File: src/rtl/acl_avg.sv
// Decimating boxcar averager for the 24-bit accelerometer word (X/Y/Z, 8-bit signed each).
// Samples once per SAMPLE_DIV cycles and emits a per-axis 2^LOG2_N moving average.
module acl_avg #(
  parameter int LOG2_N     = 3,
  parameter int SAMPLE_DIV = 1000000
) (
  input  logic        CLK100MHZ,
  input  logic        reset_n,
  input  logic [23:0] acl_data,
  input  logic        clear,
  output logic [23:0] avg_data,
  output logic        avg_valid,
  output logic        filled,
  output logic        busy
);

  localparam int N  = 1 << LOG2_N;
  localparam int SW = 8 + LOG2_N;
  localparam int FW = LOG2_N + 1;
  localparam int CW = (SAMPLE_DIV > 1) ? $clog2(SAMPLE_DIV) : 1;
  localparam logic [CW-1:0]     TICK_LAST = CW'(SAMPLE_DIV - 1);
  localparam logic [FW-1:0]     FILL_MAX  = FW'(N);
  localparam logic [LOG2_N-1:0] WPTR_LAST = LOG2_N'(N - 1);

  typedef enum logic [1:0] {
    ST_CLEAR  = 2'd0,
    ST_IDLE   = 2'd1,
    ST_WAIT   = 2'd2,
    ST_UPDATE = 2'd3
  } state_t;

  state_t                  state_q, state_d;
  logic [23:0]             s1_q, s2_q, new_q;
  logic [LOG2_N-1:0]       wptr_q, wptr_d;
  logic [CW-1:0]           cnt_q, cnt_d;
  logic [FW-1:0]           fill_q, fill_d;
  logic signed [SW-1:0]    sum_q [3];
  logic signed [SW-1:0]    sum_d [3];
  logic [23:0]             avg_q, avg_d;
  logic                    valid_q, valid_d;
  logic                    capture;
  logic                    buf_we;
  logic [23:0]             buf_wdata;
  logic [23:0]             old_w;
  logic                    tick;
  logic                    stable;

  // Window storage: no reset, contents are only zeroed by walking through ST_CLEAR.
  logic [23:0] win_mem [N];

  function automatic logic signed [SW-1:0] sext8(input logic [7:0] v);
    return $signed({{LOG2_N{v[7]}}, v});
  endfunction

  assign old_w  = win_mem[wptr_q];
  assign tick   = (cnt_q == TICK_LAST);
  assign stable = (s1_q == s2_q);

  always_comb begin
    state_d   = state_q;
    wptr_d    = wptr_q;
    fill_d    = fill_q;
    avg_d     = avg_q;
    valid_d   = 1'b0;
    capture   = 1'b0;
    buf_we    = 1'b0;
    buf_wdata = '0;
    for (int a = 0; a < 3; a++) sum_d[a] = sum_q[a];
    cnt_d = (state_q == ST_CLEAR) ? '0 : (tick ? '0 : cnt_q + CW'(1));

    unique case (state_q)
      ST_CLEAR: begin
        buf_we = 1'b1;
        wptr_d = wptr_q + LOG2_N'(1);
        fill_d = '0;
        for (int a = 0; a < 3; a++) sum_d[a] = '0;
        if (wptr_q == WPTR_LAST) state_d = ST_IDLE;
      end
      ST_IDLE: begin
        if (tick) begin
          if (stable) begin
            state_d = ST_UPDATE;
            capture = 1'b1;
          end else begin
            state_d = ST_WAIT;
          end
        end
      end
      ST_WAIT: begin
        if (stable) begin
          state_d = ST_UPDATE;
          capture = 1'b1;
        end
      end
      ST_UPDATE: begin
        buf_we    = 1'b1;
        buf_wdata = new_q;
        wptr_d    = wptr_q + LOG2_N'(1);
        if (fill_q != FILL_MAX) fill_d = fill_q + FW'(1);
        for (int a = 0; a < 3; a++) begin
          sum_d[a] = sum_q[a] + sext8(new_q[8*a +: 8]) - sext8(old_w[8*a +: 8]);
          avg_d[8*a +: 8] = 8'(sum_d[a] >>> LOG2_N);
        end
        valid_d = 1'b1;
        state_d = ST_IDLE;
      end
      default: state_d = ST_CLEAR;
    endcase

    // A flush wins over everything; a coinciding update still writes but publishes nothing.
    if (clear) begin
      state_d = ST_CLEAR;
      wptr_d  = '0;
      cnt_d   = '0;
      fill_d  = '0;
      valid_d = 1'b0;
      avg_d   = avg_q;
      for (int a = 0; a < 3; a++) sum_d[a] = '0;
    end
  end

  always_ff @(posedge CLK100MHZ or negedge reset_n) begin
    if (!reset_n) begin
      state_q <= ST_CLEAR;
      s1_q    <= '0;
      s2_q    <= '0;
      new_q   <= '0;
      wptr_q  <= '0;
      cnt_q   <= '0;
      fill_q  <= '0;
      avg_q   <= '0;
      valid_q <= 1'b0;
      for (int a = 0; a < 3; a++) sum_q[a] <= '0;
    end else begin
      state_q <= state_d;
      s1_q    <= acl_data;
      s2_q    <= s1_q;
      if (capture) new_q <= s2_q;
      wptr_q  <= wptr_d;
      cnt_q   <= cnt_d;
      fill_q  <= fill_d;
      avg_q   <= avg_d;
      valid_q <= valid_d;
      for (int a = 0; a < 3; a++) sum_q[a] <= sum_d[a];
    end
  end

  always_ff @(posedge CLK100MHZ) begin
    if (buf_we) win_mem[wptr_q] <= buf_wdata;
  end

  assign avg_data  = avg_q;
  assign avg_valid = valid_q;
  assign filled    = (fill_q == FILL_MAX);
  assign busy      = (state_q == ST_CLEAR);

endmodule
File: config.mk
export PLATFORM = sky130hd
export DESIGN_NAME = acl_avg
export DESIGN_NICKNAME = d
export VERILOG_FILES = /design/src/rtl/acl_avg.sv
export SDC_FILE = /design/constraint.sdc
export NUM_CORES = 1
export LEC_CHECK = 0
export ABC_AREA = 1
export CORE_MARGIN = 2
export CORE_UTILIZATION = 55
export CTS_CLUSTER_SIZE = 28
export DETAILED_ROUTE_END_ITERATION = 10
export PLACE_DENSITY = 0.7
export SLEW_MARGIN = 25
export SYNTH_ARGS = -nofsm -noshare
export SYNTH_HDL_FRONTEND = slang
export SYNTH_SLANG_ARGS = --single-unit
File: constraint.sdc
create_clock -name CLK100MHZ -period 4.1 [get_ports CLK100MHZ]
set_clock_uncertainty 0.05 [all_clocks]
set_input_delay 0.82 -clock CLK100MHZ [delete_from_list [all_inputs] [get_ports CLK100MHZ]]
set_output_delay 0.82 -clock CLK100MHZ [all_outputs]
set_load 0.005 [all_outputs]
Word-level counts from Yosys, hierarchy flattened
Memory sizes are Yosys's and may differ from the RTL's.
Index checks and enable logic that the tools add are counted.
- memory bits (writable): 192
- flip-flop bits (word level): 159
- memories kept: 1
- logic and storage cells: 67
- reduce and logical (&&, ||, !) cells: 7
- multiplexer cells: 25
- $add $sub $neg: 9
- bitwise logic cells: 1
- equal/unequal tests: 12
- memories (memory ; words ; bits a word ; rd ports ; clocked after Yosys merged registers in ; wr ports ; RTL line ; text):
    win_mem ; 8 ; 24 ; 1 ; 0 ; 1 ; 49 ; logic [23:0] win_mem [N];
- operators by type and width (operator ; number):
    $pmux W33 S2 ; 1
    $mux W20 ; 3
    $add A11 B8 Y11 ; 3
    $mux W33 ; 1
    $sub A11 B8 Y11 ; 3
    $eq A24 B24 Y1 ; 1
    $mux W24 ; 1
    $add A20 B1 Y20 const B ; 1
    $eq A20 B20 Y1 const B ; 1
    $ne A3 B3 Y1 const B ; 3
    $mux W1 ; 8
    $mux W2 ; 4
    $mux W4 ; 2
    $pmux W2 S4 ; 1
    $pmux W4 S2 ; 1
    $mux W3 ; 2
    $add A4 B1 Y4 const B ; 1
    $eq A2 B2 Y1 const B ; 2
    $eq A4 B4 Y1 const B ; 1
    $ne A4 B4 Y1 const B ; 1
    $reduce_and A2 Y1 ; 2
    $add A3 B1 Y3 const B ; 1
    $eq A3 B3 Y1 const B ; 1
    $ne A3 B2 Y1 const B ; 1
    8 further kinds ; 8

Logic depth before layout (Yosys ltp)
Gate-level depths: netlist of run 1.
- word-level depth: 5
- mapped depth: 20
- gate-level depth less buffers: 20

Worst setup path after synthesis of run 1
OpenSTA, ideal clock, no wires.
- path kind: flip-flop to flip-flop
- from: register wptr_q[0]
- to: register avg_q[13], in the netlist avg_data[13]
- slack: 0.879 ns
- required time: 3.926 ns
- cell stages (with the launch flop): 17
- data arrival time: 3.047 ns
- cells stage by stage: dfrtp_1 inv_1 buf_2 nor2_1 clkbuf_1 a221oi_1 o221ai_1 fa_1 fa_1 inv_1 nand3_1 nand2_1 a21boi_0 o21ai_0 a21oi_1 o21ai_1 nand2_1
- longest elaborated chain between the ends: 2
- ends and longest elaborated chain (item ; RTL line ; text):
    start: declaration ; 34 ; logic [LOG2_N-1:0] wptr_q, wptr_d;
    start signal: assignment ; 139 ; wptr_q <= wptr_d;
    $mem_v2 Z8 W24 ; n/a ;
    $sub A11 B8 Y11 ; 101 ; sum_d[a] = sum_q[a] + sext8(new_q[8*a +: 8]) - sext8(old_w[8*a +: 8]);
    end signal: assignment ; 142 ; avg_q <= avg_d;
    end: declaration ; 39 ; logic [23:0] avg_q, avg_d;
Every way passes these cells.
A chain may end at the register's enable or synchronous reset.

Final worst setup path of run 1
- from: register wptr_q[2]
- to: register sum_q[31] (netlist name)
- longest elaborated chain between the ends: 4
- ends and longest elaborated chain (item ; RTL line ; text):
    $mem_v2 Z8 W24 ; n/a ;
    $sub A11 B8 Y11 ; 101 ;
    $pmux W33 S2 ; 71 ; unique case (state_q)
    $mux W33 ; 111 ; if (clear) begin
    end: declaration ; 37 ; logic signed [SW-1:0] sum_q [3];
Every way passes these cells.

==> run_summary.xml, run 1 <==
<?xml version="1.0" encoding="UTF-8"?>
<metrics>
  <group name="routing">
    <metric name="route.detailed.wl_per_inst" unit="um">17.7</metric>
    <metric name="drt-vias-per-instance" unit="">5.42</metric>
    <metric name="vias" unit="">10900</metric>
    <metric name="drt-pass1-iter-count" unit="">5</metric>
    <metric name="drt_iter0_drc" unit="">845</metric>
    <metric name="finalWirelength" unit="mm">35.6</metric>
    <metric name="drt_drc_violations_left" unit="">0</metric>
    <metric name="drtAntennaViolNets" unit="">0</metric>
  </group>
  <group name="floorplan">
    <metric name="initial_utilization" unit="%">55.6</metric>
    <metric name="design.die.area" unit="um2">30200</metric>
    <metric name="fp.dieH" unit="um">174</metric>
    <metric name="ioPinCount" unit="">54</metric>
    <metric name="rows" unit="">62</metric>
    <metric name="core_area" unit="um2">28500</metric>
    <metric name="overall_die_width" unit="um">174</metric>
  </group>
  <group name="final_layout">
    <metric name="final-seq-area" unit="um2">9750</metric>
    <metric name="insertedDiodeCount" unit="">0</metric>
    <metric name="finalNetCount" unit="">1703</metric>
    <metric name="fin_area" unit="um2">18400</metric>
    <metric name="finish.utilization" unit="%">64.3</metric>
    <metric name="multi_input_comb_area" unit="um2">5090</metric>
    <metric name="area_growth_synth_to_finish" unit="%">15.6</metric>
    <metric name="proportion_of_layout_cells_with_a_drive_suffix_above_1" unit="%">7.85</metric>
    <metric name="fill_cells" unit="">2276</metric>
  </group>
  <group name="global_routing">
    <metric name="grt_overflow" unit="">0</metric>
    <metric name="grt_first_pass_wirelength" unit="mm">57.4</metric>
    <metric name="globalRouteTotalUtil" unit="%">24.3</metric>
    <metric name="vias_in_the_first_global_route" unit="">11000</metric>
    <metric name="maximum_number_of_pins_on_one_net_before_global_route_repair" unit="">72</metric>
    <metric name="grt_antenna_before_repair" unit="">0</metric>
  </group>
  <group name="outcome">
    <metric name="outcome" unit="">finished, final reports clean</metric>
  </group>
  <group name="logic_synthesis">
    <metric name="post_synth_inst_count" unit="">1517</metric>
    <metric name="synth_largest_type_area_fraction" unit="%">36.3</metric>
    <metric name="synth-edff-count" unit="">192</metric>
    <metric name="post_synth.cell_area_avg" unit="um2">10.5</metric>
    <metric name="yosys_warnings" unit="">0</metric>
    <metric name="synth.top_cells.by_area" unit="">sky130_fd_sc_hd__edfxtp_1, sky130_fd_sc_hd__dfrtp_1, sky130_fd_sc_hd__nand2_1</metric>
    <metric name="portion_of_the_post_synthesis_area_used_by_sequential_elements" unit="%">61.4</metric>
    <metric name="yosys.cell_count.top_type" unit="">sky130_fd_sc_hd__nand2_1</metric>
    <metric name="synth_area_leader_cell" unit="">sky130_fd_sc_hd__edfxtp_1</metric>
    <metric name="mappedNetlistNets" unit="">1619</metric>
    <metric name="ys_async_sr_fraction" unit="%">45.3</metric>
    <metric name="synth_top_flop_cell" unit="">sky130_fd_sc_hd__edfxtp_1</metric>
    <metric name="yosys_register_bits" unit="">351</metric>
    <metric name="synth.top_cells.by_count" unit="">sky130_fd_sc_hd__nand2_1, sky130_fd_sc_hd__inv_1, sky130_fd_sc_hd__edfxtp_1</metric>
    <metric name="yosysUniqueCellTypes" unit="">44</metric>
    <metric name="post_synth_instance_area" unit="um2">15900</metric>
  </group>
  <group name="setup_path">
    <metric name="cp-end-kind" unit="">register</metric>
    <metric name="worst_stage_delay_on_the_critical_path" unit="ns">0.52</metric>
    <metric name="crit_path_top_delay_cell" unit="">sky130_fd_sc_hd__fa_1</metric>
    <metric name="critical_path_peak_fanout" unit="">13</metric>
    <metric name="cp_data_required_time" unit="ns">4.44</metric>
    <metric name="timing.critical_path.from_type" unit="">register</metric>
    <metric name="crit_path_cells" unit="">inv_1 &gt; nand2_1 &gt; clkinvlp_4 &gt; buf_12 &gt; buf_12 &gt; o21ai_0 &gt; nor2_1 &gt; a221oi_1 &gt; o221ai_1 &gt; fa_1 &gt; inv_1 &gt; ha_1 &gt; a21oi_1 &gt; nor2_1 &gt; a211oi_1 &gt; nand4_1 &gt; nand3_1 &gt; o21ai_0</metric>
    <metric name="arrival" unit="ns">4.27</metric>
    <metric name="start_to_end_type_of_the_worst_setup_path" unit="">register to register</metric>
  </group>
  <group name="clock_tree">
    <metric name="cts.reportedPaths.clkPinSlew" unit="ns">0.06</metric>
    <metric name="max-clock-path-buffers" unit="">3</metric>
    <metric name="clockRootBuffer" unit="">sky130_fd_sc_hd__clkbuf_16</metric>
    <metric name="clock_tree_from_tritoncts" unit="">built</metric>
    <metric name="hold_buffers" unit="">0</metric>
    <metric name="htree_levels" unit="">2</metric>
    <metric name="clkLatencyLatePin" unit="ns">0.52</metric>
    <metric name="cts_sinks" unit="">351</metric>
    <metric name="cts_buffers" unit="">37</metric>
  </group>
  <group name="power_and_ir_drop">
    <metric name="power_density" unit="nW/um2">649</metric>
    <metric name="irDropWorstVdd" unit="mV">0.335</metric>
    <metric name="power.leakage" unit="uW">0.00833</metric>
  </group>
  <group name="sta">
    <metric name="post-route-min-period" unit="ns">3.93</metric>
    <metric name="grt_setup_unrepaired" unit="">false</metric>
    <metric name="max_freq" unit="MHz">254</metric>
    <metric name="maxSlewHeadroom" unit="%">49.7</metric>
    <metric name="slew_viol_final" unit="">0</metric>
    <metric name="final_cycle_utilization_of_the_critical_path" unit="%">95.9</metric>
    <metric name="timing.final.setup_violations" unit="">0</metric>
    <metric name="report.final.hold_viol_count" unit="">0</metric>
    <metric name="tightest_slew" unit="ns">0.754</metric>
    <metric name="setup-tns-final" unit="ns">0</metric>
  </group>
  <group name="placed_design">
    <metric name="hpwlAfterDp" unit="mm">23.4</metric>
    <metric name="weighted_congestion_reported_at_the_end_of_routability_driven_placement" unit="">0.898</metric>
    <metric name="placement.cell_area" unit="um2">17000</metric>
    <metric name="io_buffers" unit="">53</metric>
  </group>
  <group name="flow_run">
    <metric name="maxCapViolations" unit="">0</metric>
  </group>
  <group name="hold_path">
    <metric name="timing.hold.worst.class" unit="">input port to async pin</metric>
  </group>
</metrics>
## final cells by class
class	count	area share, %
Multi-Input combinational cell	891	27.7
Inverter	231	4.77
Clock buffer	50	5.82
Timing Repair Buffer	89	4.85
Sequential cell	351	53.1
Clock inverter	18	1.11
Tap cell	384	2.62
## per-stage QoR
step / instances / hold WS, ns / power [uW] / worst slack, ns
3_5_place_dp: 1940 / 0.328 / 8360 / 0.263
5_1_grt: 2014 / 0.353 / 12600 / 0.0261
2_1_floorplan: 1517 / 0.322 / 7100 / 0.879
6_report: 2014 / 0.298 / 11900 / 0.169
3_3_place_gp: 1940 / 0.329 / 8270 / 0.353
4_1_cts: 2008 / 0.324 / 11800 / 0.246
## kinds of logic (layout without fill, tap and decap cells)
logic type | after synthesis | in the layout | synth area share, %
AO/OA/AOI/OAI | 225 | 225 | 8.68
XOR/XNOR | 23 | 23 | 1.27
AND/OR/NAND/NOR | 567 | 567 | 14.6
buffers and inverters | 275 | 388 | 6.73
multiplexers | 1 | 1 | 0.0709
flip-flops | 351 | 351 | 61.4
adder cells (fa/ha/maj) | 75 | 75 | 7.33
## path summary, 6_finish.rpt
kind	start	end	slack, ns	cells past startpoint
max in group asynchronous	reset_n	s1_q[18]	2.88	2
min in group CLK100MHZ	s1_q[6]	s2_q[6]	0.34	0
hold / removal	reset_n	sum_q[25]	0.30	1
setup reg to reg	wptr_q[2]	sum_q[31]	0.17	18
hold reg to reg	s1_q[6]	s2_q[6]	0.34	0
setup / recovery	wptr_q[2]	sum_q[31]	0.17	18
## repair_timing
item,in CTS,in global routing
buffers inserted,0,6
endpoints found under the setup margin,0,12
gates resized for setup,0,4
## placed cells by master, fill, tap and decap left out, types with 3 or more instances in the layout
cell type and instances:
sky130_fd_sc_hd__nand2_1 286, sky130_fd_sc_hd__inv_1 224, sky130_fd_sc_hd__edfxtp_1 192, sky130_fd_sc_hd__nor2_1 169
sky130_fd_sc_hd__dfrtp_1 158, sky130_fd_sc_hd__o21ai_0 103, sky130_fd_sc_hd__nand3_1 59, sky130_fd_sc_hd__clkdlybuf4s50_1 52
sky130_fd_sc_hd__ha_1 45, sky130_fd_sc_hd__a21oi_1 44, sky130_fd_sc_hd__clkbuf_16 40, sky130_fd_sc_hd__fa_1 30
sky130_fd_sc_hd__buf_4 29, sky130_fd_sc_hd__a221oi_1 21, sky130_fd_sc_hd__o221ai_1 21, sky130_fd_sc_hd__nor3_1 19
sky130_fd_sc_hd__nand4_1 14, sky130_fd_sc_hd__xor2_1 12, sky130_fd_sc_hd__xnor2_1 11, sky130_fd_sc_hd__nor2_2 10
sky130_fd_sc_hd__clkinv_2 9, sky130_fd_sc_hd__clkbuf_1 7, sky130_fd_sc_hd__buf_12 7, sky130_fd_sc_hd__inv_2 5
sky130_fd_sc_hd__o22ai_1 5, sky130_fd_sc_hd__or2_2 5, sky130_fd_sc_hd__o211ai_1 5, sky130_fd_sc_hd__o32ai_1 4
sky130_fd_sc_hd__a211oi_1 4, sky130_fd_sc_hd__o21bai_1 4, sky130_fd_sc_hd__bufinv_16 4, sky130_fd_sc_hd__clkinvlp_4 3
sky130_fd_sc_hd__clkbuf_8 3
## metal layers
metal | GRT usage [%] | vias up | wire length [um]
met2 | 39.4 | 350 | 16400
li1 | - | 5200 | -
met5 | 0 | - | 0
met4 | 8.96 | 0 | 1180
met1 | 33.4 | 5275 | 15600
met3 | 4.20 | 86 | 2460
## flip-flops by register name (all words and copies together) (netlist names)
signal,flops
state_q,2
cnt_q,20
s1_q,24
new_q,24
wptr_q,3
s2_q,24
avg_data,24
fill_q,4
win_mem,192
avg_valid,1
sum_q,33
## critical path, delay by kind of cell (launching register included)
| kind | cells | cell delay, ns |
|---|---|---|
| compound gates | 6 | 1.24 |
| fa+ha+maj | 2 | 0.86 |
| simple gates | 5 | 0.68 |
| buf+inv | 5 | 0.58 |
| flops | 1 | 0.40 |
## report_power, final
group          internal [uW]  switching (uW)  leakage, uW
combinational           1410            2680      0.00367
clock                   2090            1350     0.000627
sequential              4240             131      0.00404
total                   7740            4160      0.00833
Power figures use the tool's default switching activity.
==> run 2, diff against run 1 <==
--- a/config.mk
+++ b/config.mk
@@ -10,7 +10,7 @@
 export CORE_UTILIZATION = 55
 export CTS_CLUSTER_SIZE = 28
 export DETAILED_ROUTE_END_ITERATION = 10
-export PLACE_DENSITY = 0.7
+export PLACE_DENSITY = 0.73
 export SLEW_MARGIN = 25
 export SYNTH_ARGS = -nofsm -noshare
 export SYNTH_HDL_FRONTEND = slang
==> constraint.sdc (replaced) <==
create_clock -name CLK100MHZ -period 3.6 [get_ports CLK100MHZ]
set_clock_uncertainty 0.05 [all_clocks]
set_input_delay 0.72 -clock CLK100MHZ [delete_from_list [all_inputs] [get_ports CLK100MHZ]]
set_output_delay 0.72 -clock CLK100MHZ [all_outputs]
set_load 0.005 [all_outputs]
==> run_summary.xml, run 2 (same netlist as run 1, synthesis figures left out) <==
<?xml version="1.0" encoding="UTF-8"?>
<metrics>
  <group name="sta">
    <metric name="max_freq" unit="MHz">290</metric>
    <metric name="final_cycle_utilization_of_the_critical_path" unit="%">95.7</metric>
    <metric name="grt_setup_unrepaired" unit="">true</metric>
    <metric name="tightest_slew" unit="ns">0.770</metric>
    <metric name="maxSlewHeadroom" unit="%">48.6</metric>
    <metric name="post-route-min-period" unit="ns">3.44</metric>
    <metric name="slew_viol_final" unit="">0</metric>
    <metric name="report.final.hold_viol_count" unit="">0</metric>
    <metric name="timing.final.setup_violations" unit="">0</metric>
  </group>
  <group name="clock_tree">
    <metric name="clockRootBuffer" unit="">sky130_fd_sc_hd__clkbuf_16</metric>
    <metric name="htree_levels" unit="">2</metric>
    <metric name="hold_buffers" unit="">0</metric>
    <metric name="clock_tree_from_tritoncts" unit="">built</metric>
    <metric name="max-clock-path-buffers" unit="">3</metric>
    <metric name="cts_buffers" unit="">36</metric>
    <metric name="clkLatencyLatePin" unit="ns">0.52</metric>
    <metric name="cts_sinks" unit="">351</metric>
    <metric name="cts.reportedPaths.clkPinSlew" unit="ns">0.06</metric>
  </group>
  <group name="final_layout">
    <metric name="area_growth_synth_to_finish" unit="%">19.8</metric>
    <metric name="final_cell_count_no_fill" unit="">2064</metric>
    <metric name="insertedDiodeCount" unit="">0</metric>
    <metric name="registers_with_the_most_flip_flops" unit="">win_mem (192), sum_q (33)</metric>
    <metric name="finalNetCount" unit="">1755</metric>
    <metric name="max_flop_register" unit="">win_mem</metric>
    <metric name="proportion_of_layout_cells_with_a_drive_suffix_above_1" unit="%">14.0</metric>
    <metric name="largest_register_ffs" unit="">192</metric>
    <metric name="layout_commonest_cell" unit="">sky130_fd_sc_hd__nand2_1</metric>
    <metric name="layout_common_cells" unit="">sky130_fd_sc_hd__nand2_1, sky130_fd_sc_hd__inv_1, sky130_fd_sc_hd__edfxtp_1</metric>
  </group>
  <group name="setup_path">
    <metric name="end_of_the_worst_register_to_register_path" unit="">avg_data[14]</metric>
    <metric name="critical_path_peak_fanout" unit="">8</metric>
    <metric name="timing.reg2reg.worst_path_depth" unit="">17</metric>
    <metric name="worstSetupStartpoint" unit="">wptr_q[0]</metric>
    <metric name="cp_data_required_time" unit="ns">3.96</metric>
    <metric name="start_to_end_type_of_the_worst_setup_path" unit="">register to register</metric>
    <metric name="ff_to_ff_start" unit="">wptr_q[0]</metric>
    <metric name="arrival" unit="ns">3.80</metric>
    <metric name="setup_slack_of_the_most_critical_reg_to_reg_path" unit="ns">0.16</metric>
    <metric name="timing.critical_path.from_type" unit="">register</metric>
    <metric name="cp-end-kind" unit="">register</metric>
    <metric name="critPathCapture" unit="">avg_data[14]</metric>
  </group>
  <group name="floorplan">
    <metric name="design.die.area" unit="um2">30200</metric>
    <metric name="fp.dieH" unit="um">174</metric>
    <metric name="core_area" unit="um2">28500</metric>
    <metric name="rows" unit="">62</metric>
    <metric name="ioPinCount" unit="">54</metric>
    <metric name="initial_utilization" unit="%">55.6</metric>
    <metric name="overall_die_width" unit="um">174</metric>
  </group>
  <group name="global_routing">
    <metric name="globalRouteTotalUtil" unit="%">24.8</metric>
    <metric name="groute.layer.met3.usage" unit="%">3.54</metric>
    <metric name="grt_antenna_before_repair" unit="">0</metric>
    <metric name="global_route.usage.met1" unit="%">33.6</metric>
    <metric name="maximum_number_of_pins_on_one_net_before_global_route_repair" unit="">83</metric>
    <metric name="vias_in_the_first_global_route" unit="">11300</metric>
    <metric name="groute.layer.met2.usage" unit="%">41.6</metric>
    <metric name="top_usage_layer" unit="">met2</metric>
    <metric name="grt_first_pass_wirelength" unit="mm">58.7</metric>
    <metric name="grt_overflow" unit="">0</metric>
  </group>
  <group name="routing">
    <metric name="route.detailed.wl_per_inst" unit="um">17.9</metric>
    <metric name="drt-vias-per-instance" unit="">5.49</metric>
    <metric name="drtAntennaViolNets" unit="">0</metric>
    <metric name="vias" unit="">11300</metric>
    <metric name="drt_drc_violations_left" unit="">0</metric>
    <metric name="drt-pass1-iter-count" unit="">5</metric>
    <metric name="drt_iter0_drc" unit="">873</metric>
    <metric name="finalWirelength" unit="mm">36.9</metric>
  </group>
  <group name="power_and_ir_drop">
    <metric name="netSwitchingPower" unit="uW">5100</metric>
    <metric name="sw_frac_of_total" unit="%">35.1</metric>
    <metric name="power.leakage" unit="uW">0.00864</metric>
    <metric name="seqPwrFrac" unit="%">34.6</metric>
    <metric name="comb_power_share" unit="%">38.5</metric>
    <metric name="fin_total_pwr" unit="uW">14500</metric>
    <metric name="power_report.internal_total" unit="uW">9420</metric>
    <metric name="irDropWorstVdd" unit="mV">0.509</metric>
    <metric name="power_density" unit="nW/um2">764</metric>
    <metric name="pwr-share-clk" unit="%">26.9</metric>
  </group>
  <group name="placed_design">
    <metric name="io_buffers" unit="">53</metric>
    <metric name="numPlacedInstances" unit="">1996</metric>
    <metric name="weighted_congestion_reported_at_the_end_of_routability_driven_placement" unit="">0.923</metric>
    <metric name="hpwlAfterDp" unit="mm">25.6</metric>
  </group>
  <group name="flow_run">
    <metric name="maxCapViolations" unit="">0</metric>
  </group>
  <group name="outcome">
    <metric name="outcome" unit="">finished, final reports clean</metric>
  </group>
  <group name="hold_path">
    <metric name="timing.hold.worst.class" unit="">input port to async pin</metric>
  </group>
</metrics>
-- run 2: power groups by stage --
stage / sequential [uW] / clock, uW / combinational [uW]
floorplan: 5020 / 0 / 3060
detailed placement: 5050 / 0 / 4980
global placement: 5020 / 0 / 4840
global route: 5060 / 4130 / 6180
CTS: 4970 / 3950 / 5060
finish: 5030 / 3900 / 5590
-- run 2: per-layer routing --
metal  vias to the layer above  wire length (um)
met2                       421             18200
met1                      5544             14900
met3                        77              2810
met4                         0              1070
li1                       5293                 -
met5                         -                 0
-- run 2: worst min path at each step --
stage | to | depth (start not counted) | slack (ns)
after detailed placement | s2_q[2] | 0 | 0.34
after global routing | sum_q[4] | 1 | 0.25
after global placement | s2_q[7] | 0 | 0.33
final | sum_q[4] | 1 | 0.18
after CTS | sum_q[4] | 1 | 0.22
after floorplan | s2_q[2] | 0 | 0.32
-- run 2: cell type report --
type | count | area (um2)
clock buffer | 50 | 1040
clock inverter | 15 | 211
fill | 2191 | 9520
inverter | 231 | 870
multi-input combinational | 891 | 5420
sequential | 351 | 9750
tap | 384 | 480
timing repair buffer | 142 | 1260
-- run 2: worst max-delay path: stages, from the launching register on --
cell	delay (ns)
sky130_fd_sc_hd__dfrtp_2	0.44
sky130_fd_sc_hd__inv_2	0.14
sky130_fd_sc_hd__nor2_1	0.08
sky130_fd_sc_hd__buf_4	0.19
sky130_fd_sc_hd__a221oi_2	0.34
sky130_fd_sc_hd__o221ai_2	0.17
sky130_fd_sc_hd__fa_1	0.51
sky130_fd_sc_hd__inv_1	0.05
sky130_fd_sc_hd__ha_1	0.29
sky130_fd_sc_hd__buf_4	0.13
sky130_fd_sc_hd__nand3_1	0.07
sky130_fd_sc_hd__nand3_1	0.13
sky130_fd_sc_hd__a31oi_1	0.10
sky130_fd_sc_hd__buf_4	0.16
sky130_fd_sc_hd__o21ai_0	0.17
sky130_fd_sc_hd__nand2_1	0.11
sky130_fd_sc_hd__nand3_1	0.13
sky130_fd_sc_hd__nand2_1	0.06
-- run 2: what timing repair did --
item / in CTS / in global routing
setup endpoints to repair: 20 / 44
setup buffers: 0 / 3
pin swaps: 0 / 8
gates resized for setup: 7 / 79
-- run 2: through the flow --
step	hold slack [ns]	util [%]	instance area [um2]	worst slack (ns)	TNS, ns
floorplan	0.322	-	15900	0.379	0
global placement	0.331	61.0	17400	-0.0503	-0.0984
detailed placement	0.340	61.0	17400	-0.178	-1.25
CTS	0.219	65.4	18700	0.00132	0
global route	0.247	66.6	19000	-0.105	-0.707
finish	0.183	66.6	19000	0.156	0
